$ cat config.mk
export PLATFORM = sky130hd
export DESIGN_NAME = word_serializer
export DESIGN_NICKNAME = d
export VERILOG_FILES = /design/src/rtl/word_serializer.sv
export SDC_FILE = /design/constraint.sdc
export NUM_CORES = 1
export LEC_CHECK = 0
export BUFFER_PORTS_ARGS = -buffer_cell sky130_fd_sc_hd__clkbuf_2
export CELL_PAD_IN_SITES_DETAIL_PLACEMENT = 1
export CELL_PAD_IN_SITES_GLOBAL_PLACEMENT = 1
export CORE_MARGIN = 2
export CORE_UTILIZATION = 42
export CTS_CLUSTER_DIAMETER = 50
export DETAILED_ROUTE_END_ITERATION = 8
export PLACE_DENSITY = 0.81
export SYNTH_ARGS = -nofsm -noshare
export SYNTH_HDL_FRONTEND = slang
export SYNTH_SLANG_ARGS = --single-unit
$ cat constraint.sdc
create_clock -name clk -period 2 [get_ports clk]
set_input_delay 0.2 -clock clk [delete_from_list [all_inputs] [get_ports clk]]
set_output_delay 0.2 -clock clk [all_outputs]
set_load 0.02 [all_outputs]
$ cat src/rtl/word_serializer.sv
// Parallel-to-serial converter: loads a WIDTH-bit word and emits it LSB first
// over a valid/ready bit stream, pulsing done once the final bit is taken.
module word_serializer #(
  parameter int WIDTH = 16
) (
  input  logic             clk,
  input  logic             rst_n,
  input  logic             st,
  input  logic [WIDTH-1:0] in,
  output logic             in_ready,
  output logic             bit_out,
  output logic             bit_valid,
  input  logic             bit_ready,
  output logic             bit_last,
  output logic             done
);

  localparam int CW = (WIDTH > 1) ? $clog2(WIDTH) : 1;

  typedef enum logic {
    IDLE  = 1'b0,
    SHIFT = 1'b1
  } state_t;

  state_t           r_state;
  state_t           w_nextState;
  logic [WIDTH-1:0] r_shiftReg;
  logic [CW-1:0]    r_bitCount;
  logic             r_done;

  logic w_load;
  logic w_xfer;
  logic w_atLast;
  logic w_lastXfer;

  assign w_atLast   = (r_bitCount == CW'(WIDTH - 1));
  assign w_load     = (r_state == IDLE) && st;
  assign w_xfer     = (r_state == SHIFT) && bit_ready;
  assign w_lastXfer = w_xfer && w_atLast;

  always_ff @(posedge clk or negedge rst_n) begin
    if (!rst_n) begin
      r_state <= IDLE;
    end else begin
      r_state <= w_nextState;
    end
  end

  always_comb begin
    w_nextState = r_state;
    case (r_state)
      IDLE:    if (w_load)     w_nextState = SHIFT;
      SHIFT:   if (w_lastXfer) w_nextState = IDLE;
      default: w_nextState = IDLE;
    endcase
  end

  // Counter wrap after the final bit is harmless: every load clears it.
  always_ff @(posedge clk or negedge rst_n) begin
    if (!rst_n) begin
      r_shiftReg <= '0;
      r_bitCount <= '0;
      r_done     <= 1'b0;
    end else begin
      r_done <= w_lastXfer;
      if (w_load) begin
        r_shiftReg <= in;
        r_bitCount <= '0;
      end else if (w_xfer) begin
        r_shiftReg <= {1'b0, r_shiftReg[WIDTH-1:1]};
        r_bitCount <= r_bitCount + CW'(1);
      end
    end
  end

  assign in_ready  = (r_state == IDLE);
  assign bit_valid = (r_state == SHIFT);
  assign bit_out   = (r_state == SHIFT) ? r_shiftReg[0] : 1'b0;
  assign bit_last  = (r_state == SHIFT) && w_atLast;
  assign done      = r_done;

endmodule

==> impl_metrics.csv, run 1 <==
group,metric,value,unit
logic_synthesis,syn-num-nets,115,
worst_setup_path,r2r_cells,3,
logic_synthesis,yosys.area.top_type_share,54.05,%
final_layout,num_antenna_cells,0,
logic_synthesis,synth_area_per_cell,10.83,µm²
worst_setup_path,path_cells,"ha_1, and4_1, clkbuf_2",
logic_synthesis,yosys.cell_types.count,21,
clocking,postCtsResizedCells,0,
logic_synthesis,synthTopCellsByCount,"nand2_1, dfrtp_1, mux2i_1, o21ai_0, a22oi_1",
pwr,p_sw_share,30.45,%
route,drcViolationCount,0,
sta,period_share,75.00,%
worst_setup_path,endpoint_kind,"primary output",
sta,setup_violations,0,
clocking,cts_tree,"yes",
pwr,p_sw,0.3443,mW
worst_setup_path,r2r_end,"r_shiftReg[7]$_DFFE_PN0P_",
floorplan,chipWidth,53.25,µm
logic_synthesis,ys_ff_latch,22,
logic_synthesis,yosysMostFrequentCell,"nand2_1",
logic_synthesis,synth_edf_count,0,
global_routing,antenna_found_initial,0,
pwr,power_frac_clock,22.5,%
worst_setup_path,max_stage_delay,0.43,ns
clocking,clock_sinks,22,
clocking,clk_pin_slew,0.13,ns
clocking,clockBufferDepth,2,
worst_hold_path,hold_class,"primary input to flop",
logic_synthesis,synthFlopType,"dfrtp_1",
route,finalWirelength,2.121,mm
placement,routabilityCongestion,0.6840,
placement,portBuffers,24,
floorplan,die-height,53.25,µm
pwr,power,1.131,mW
worst_setup_path,r2r-start,"bit_valid$_DFF_PN0_",
logic_synthesis,syn_area,1018,µm²
clocking,cts-buffers-inserted,3,
logic_synthesis,yosysSeqAreaShare,54.05,%
final_layout,areaGrowthSynthToFinish,15.23,%
pwr,vdd_drop_max,590.0,µV
route,avgRoutedWirePerCell,14.53,µm
placement,hpwlAfterDp,1.537,mm
logic_synthesis,synthArstFlopShare,100.0,%
sta,fin_setup_tns,0,ns
run_status,status,"finished clean",
route,met3WireLength,69,µm
run,max_cap_viol_count,0,
sta,hold_viol,0,
route,viasPerCell,5.205,
pwr,cellLeakagePower,0.6256,nW
worst_setup_path,crit_required,1.80,ns
final_layout,fin_cells,146,
global_routing,grt_first_pass_wirelength,3.691,mm
worst_setup_path,crit_fanout,4,
logic_synthesis,netlist_top_cells_area,"dfrtp_1, mux2i_1, nand2_1, o21ai_0, a22oi_1",
route,drt_iter0_markers,7,
route,firstDrtPassIters,2,
final_layout,final_util,52.05,%
pwr,powerDensity,963.5,nW/µm²
global_routing,grtUsageTotal,18.76,%
pwr,p_comb_share,21.1,%
floorplan,initial_core_util,45.17,%
global_routing,grt_pass1_vias,782,
clocking,clock_latency,0.31,ns
worst_hold_path,hp-start,"in[10]",
sta,slew_headroom,62.79,%
sta,fmax,666.7,MHz
floorplan,die_area,2835,µm²
worst_hold_path,hold-path-endpoint,"r_shiftReg[10]$_DFFE_PN0P_",
pwr,seqPwrFrac,56.4,%
logic_synthesis,yosys_warnings,0,
final_layout,fill_cells,269,
final_layout,nets,140,
route,met1_length,926,µm
route,routed-wl-met2,1.088,mm
global_routing,grt_max_degree,27,
clocking,htreeDepth,1,
worst_hold_path,whs_path_depth,3,
pwr,internal_power,0.7865,mW
placement,dp_cells,141,
logic_synthesis,yosysTopAreaCell,"dfrtp_1",
sta,drv_slew,0,
floorplan,core,2255,µm²
floorplan,num_rows,17,
sta,finalClockSkew,0.005941,ns
sta,final.min_clock_period,1.500,ns
sta,worst_slew_pin_slew,0.5568,ns
worst_setup_path,arrival,1.30,ns
global_routing,grt_overflow_total,0,
sta,rsz0062_at_grt,"no",
final_layout,drive_above_1_share,25.42,%
route,vias,760,
worst_setup_path,critPathSlowestCell,"dfrtp_1",
logic_synthesis,syn-instance-count,94,
worst_setup_path,worst_setup_path_start_kind,"flop",
worst_setup_path,reg2reg_slack,0.55,ns
worst_setup_path,crit_type,"flop to primary output",
floorplan,pin_count,25,
route,highest_layer,"met4",
route,ant_nets,0,
clocking,ctsRootBufferMaster,"clkbuf_4",
## layer usage
layer	vias up	track usage [%]
met3	4	3.390
met4	0	8.974
li1	368	-
met1	373	24.46
met5	-	0
met2	15	29.84
## power by group through the flow
stage | sequential [mW] | combinational, mW | clock, mW
floorplan | 0.624 | 0.176 | 0
global placement | 0.642 | 0.225 | 0
detailed placement | 0.649 | 0.243 | 0
CTS | 0.640 | 0.245 | 0.256
global route | 0.658 | 0.280 | 0.275
finish | 0.638 | 0.239 | 0.254
## sequential cells by signal (all words and copies together) (netlist names)
name	flops
r_shiftReg	16
bit_valid	1
done	1
r_bitCount	4
## cell type report
class	count	area (µm²)	share of cell area, %
timing repair buffer	26	137.6	11.73
clock buffer	4	36.28	3.092
multi-input combinational	65	410.4	34.97
inverter	1	3.754	0.3198
tap	28	35.03	2.985
sequential	22	550.5	46.91
## layout by cell type (no fill, tap or decap), drive strengths merged
master        n
a22o          2
dfrtp        22
clkbuf       28
dlygate4sd3   1
and4          1
nor2          2
mux2i        11
nor3b         1
nor2b         1
nand2b        1
a21o          1
o21bai        1
and2          3
ha            1
nand4         1
o21ai        10
nand2        23
a22oi         6
buf           1
inv           1
## cell families (layout without fill, tap and decap cells)
kind of cell             after synthesis  count (layout)  share of synthesized area (%)
flip-flops                            22              22                          54.05
adder cells (fa/ha/maj)                1               1                          1.228
AO/OA/AOI/OAI                         20              20                          12.53
buffers and inverters                  7              31                          5.650
multiplexers                          11              11                          12.04
AND/OR/NAND/NOR                       33              33                          14.50
## per-stage QoR
step	setup WS (ns)	cell area, µm²	hold WS [ns]
5_1_grt	0.3444	1174	0.09124
4_1_cts	0.4821	1174	0.07722
6_report	0.5001	1174	0.07663
3_3_place_gp	0.5911	1127	0.2128
3_5_place_dp	0.5354	1127	0.2136
2_1_floorplan	0.7401	1018	-0.09559
## worst max path at each step
stage / from / end / depth (start not counted)
2_1_floorplan: bit_valid$_DFF_PN0_ / r_shiftReg[3]$_DFFE_PN0P_ / 6
3_3_place_gp: bit_valid$_DFF_PN0_ / r_shiftReg[7]$_DFFE_PN0P_ / 3
3_5_place_dp: bit_valid$_DFF_PN0_ / r_shiftReg[13]$_DFFE_PN0P_ / 3
4_1_cts: r_bitCount[0]$_DFFE_PN0P_ / bit_last / 3
5_1_grt: bit_valid$_DFF_PN0_ / r_shiftReg[13]$_DFFE_PN0P_ / 3
6_report: r_bitCount[0]$_DFFE_PN0P_ / bit_last / 3
## worst max-delay path: cells and delay by family, from the launching register on
kind | cells | cell delay, ns
adders and majority gates | 1 | 0.24
and+or+nand+nor | 1 | 0.17
DFF | 1 | 0.43
buffers and inverters | 1 | 0.15
## what timing repair did
| action | CTS | global route |
|---|---|---|
| hold buffers | 1 | 0 |
| buffers inserted | 0 | 0 |
| endpoints found under the hold margin | 22 | 0 |
Power figures use the tool's default switching activity.
==> inputs of run 2 (changes only) <==
- CORE_UTILIZATION: 42 -> 35
- PLACE_DENSITY: 0.81 -> 0.72
- clock period: 2 -> 1.27 ns (I/O delays scaled with it)
==> run 2 against run 1 <==
The run now ends with negative setup slack left; register-to-register slack worse by 0.50 ns; setup slack got worse by 0.57 ns; sequential cell count is the same; worst hold slack lost 0.056 ns; first-iteration DRC count grew 110%; die area up 18%; routed wire length rose by 1.8%; critical endpoint unchanged.
==> impl_metrics.csv, run 2 (synthesis gave the netlist of run 1 again) <==
group,metric,value,unit
run_status,status,"finished with violations",
run_status,violations,"negative setup slack",
sta,rsz0062_at_grt,"yes",
clocking,clock_sinks,22,
worst_setup_path,crit_type,"flop to primary output",
placement,hpwlAfterDp,1.554,mm
global_routing,grt_use_met1,18.00,%
placement,post-place-ws,-0.02585,ns
route,drt_iter0_markers,15,
worst_setup_path,path_depth,3,
sta,fmax,743.6,MHz
sta,drv_slew,0,
worst_setup_path,worst-path-buf-inv,1,
final_layout,num_antenna_cells,0,
clocking,cts_tree,"yes",
pwr,cellLeakagePower,0.6836,nW
floorplan,die-height,57.95,µm
placement,dp_cells,148,
floorplan,chipWidth,57.95,µm
worst_setup_path,crit_start,"r_bitCount[0]$_DFFE_PN0P_",
final_layout,reg_top3,"r_shiftReg x16, r_bitCount x4",
worst_setup_path,endpoint_kind,"primary output",
worst_setup_path,path_cells,"ha_2, and4_4, buf_8",
floorplan,num_rows,19,
final_layout,layout_common_cells,"nand2_1, clkbuf_2, dfrtp_1",
clocking,clock_latency,0.30,ns
sta,setup_violations,1,
worst_setup_path,reg2reg_slack,0.05,ns
final_layout,areaGrowthSynthToFinish,28.13,%
global_routing,grt_max_degree,23,
worst_setup_path,crit_path_end,"bit_last",
sta,timing.final.ws_setup,-0.07483,ns
sta,period_share,105.9,%
route,finalWirelength,2.160,mm
route,avgRoutedWirePerCell,13.67,µm
global_routing,grtUsageMet2,25.32,%
clocking,cts-buffers-inserted,3,
global_routing,grt_pass1_vias,793,
final_layout,largest_register_ff_count,16,
worst_setup_path,max_stage_delay,0.40,ns
route,ant_nets,0,
worst_setup_path,r2r_cells,5,
route,vias,799,
clocking,clk_pin_slew,0.12,ns
floorplan,core,2758,µm²
floorplan,pin_count,25,
worst_hold_path,hold_class,"primary input to flop",
pwr,powerDensity,1439,nW/µm²
global_routing,grt-busiest-layer,"met2",
global_routing,antenna_found_initial,0,
sta,worst_slew_pin_slew,0.5447,ns
placement,routabilityCongestion,0.6964,
clocking,htreeDepth,1,
worst_setup_path,crit_required,1.14,ns
sta,hold_viol,0,
run,max_cap_viol_count,0,
final_layout,fill_cells,317,
pwr,vdd_drop_max,786.1,µV
placement,portBuffers,24,
final_layout,largest-register,"r_shiftReg",
clocking,clockBufferDepth,2,
global_routing,use_met3,2.679,%
worst_setup_path,crit_fanout,2,
sta,finalClockSkew,0.008747,ns
sta,whs,0.02028,ns
worst_setup_path,arrival,1.22,ns
route,firstDrtPassIters,4,
final_layout,nets,149,
sta,slew_headroom,63.69,%
clocking,ctsRootBufferMaster,"clkbuf_4",
final_layout,layout_commonest_cell,"nand2_1",
floorplan,die_area,3358,µm²
route,drcViolationCount,0,
final_layout,fin_cells,158,
worst_hold_path,whs_path_depth,3,
floorplan,initial_core_util,36.93,%
placement,place_area,1186,µm²
worst_setup_path,worst_setup_path_start_kind,"flop",
worst_setup_path,r2r-start,"r_bitCount[0]$_DFFE_PN0P_",
global_routing,grt_first_pass_wirelength,3.657,mm
worst_setup_path,crit_family,"flip-flops",
global_routing,grtUsageTotal,14.22,%
worst_setup_path,r2r_end,"r_bitCount[2]$_DFFE_PN0P_",
final_layout,final_util,47.32,%
worst_setup_path,critPathSlowestCell,"dfrtp_1",
final_layout,drive_above_1_share,34.65,%
global_routing,grt_overflow_total,0,
sta,final.min_clock_period,1.345,ns
route,viasPerCell,5.057,
final_layout,postLayoutCellArea,1305,µm²
[run 2: changes by cell type in the layout (fill, tap and decap cells not counted), sizes merged]
| cell | before | now |
|---|---|---|
| buf | 1 | 12 |
| clkbuf | 28 | 26 |
[run 2: cell type report]
class	instances	area (µm²)	area share, %
sequential	22	551.8	42.28
multi-input combinational	65	416.7	31.93
timing repair buffer	35	257.7	19.75
tap	31	38.79	2.972
clock buffer	4	36.28	2.780
inverter	1	3.754	0.2876
[run 2: worst min path at each step]
| stage | startpoint | end | slack, ns |
|---|---|---|---|
| 2_1_floorplan | rst_n | bit_valid$_DFF_PN0_ | -0.17 |
| 3_3_place_gp | rst_n | r_shiftReg[11]$_DFFE_PN0P_ | 0.14 |
| 3_5_place_dp | rst_n | r_shiftReg[10]$_DFFE_PN0P_ | 0.14 |
| 4_1_cts | in[9] | r_shiftReg[9]$_DFFE_PN0P_ | 0.02 |
| 5_1_grt | in[13] | r_shiftReg[13]$_DFFE_PN0P_ | 0.02 |
| 6_report | in[9] | r_shiftReg[9]$_DFFE_PN0P_ | 0.02 |
[run 2: worst reg2reg max path, cell delays in order, from the launching register on]
cell	delay [ns]
dfrtp_1	0.42
ha_2	0.19
buf_4	0.12
buf_4	0.13
nor3b_1	0.12
a21o_1	0.15
[run 2: metrics by stage]
step,TNS (ns),total power [mW]
6_report,-0.07483,1.878
5_1_grt,-0.1521,2.019
4_1_cts,-0.06385,1.871
3_5_place_dp,-0.02585,1.435
3_3_place_gp,0,1.399
2_1_floorplan,0,1.261
[run 2: layer usage]
| metal | part of all wire, % | up-vias |
|---|---|---|
| met3 | 2.6 | 2 |
| li1 | - | 386 |
| met1 | 44 | 400 |
| met2 | 52 | 11 |
| met5 | 0 | - |
| met4 | 0.60 | 0 |
[run 2: timing repair]
item	4_1_cts	5_1_grt
hold buffers	1	0
endpoints found under the setup margin	5	3
setup buffers	3	2
hold endpoints to repair	22	0
resized for setup	7	6
pin swaps	1	0
[run 2: report_power, final]
group / total, mW / internal (mW) / switching (mW) / leakage, nW
registers: 1.01 / 0.883 / 0.129 / 0.293
logic: 0.488 / 0.265 / 0.223 / 0.369
clock network: 0.378 / 0.175 / 0.203 / 0.0210
total: 1.88 / 1.32 / 0.555 / 0.684
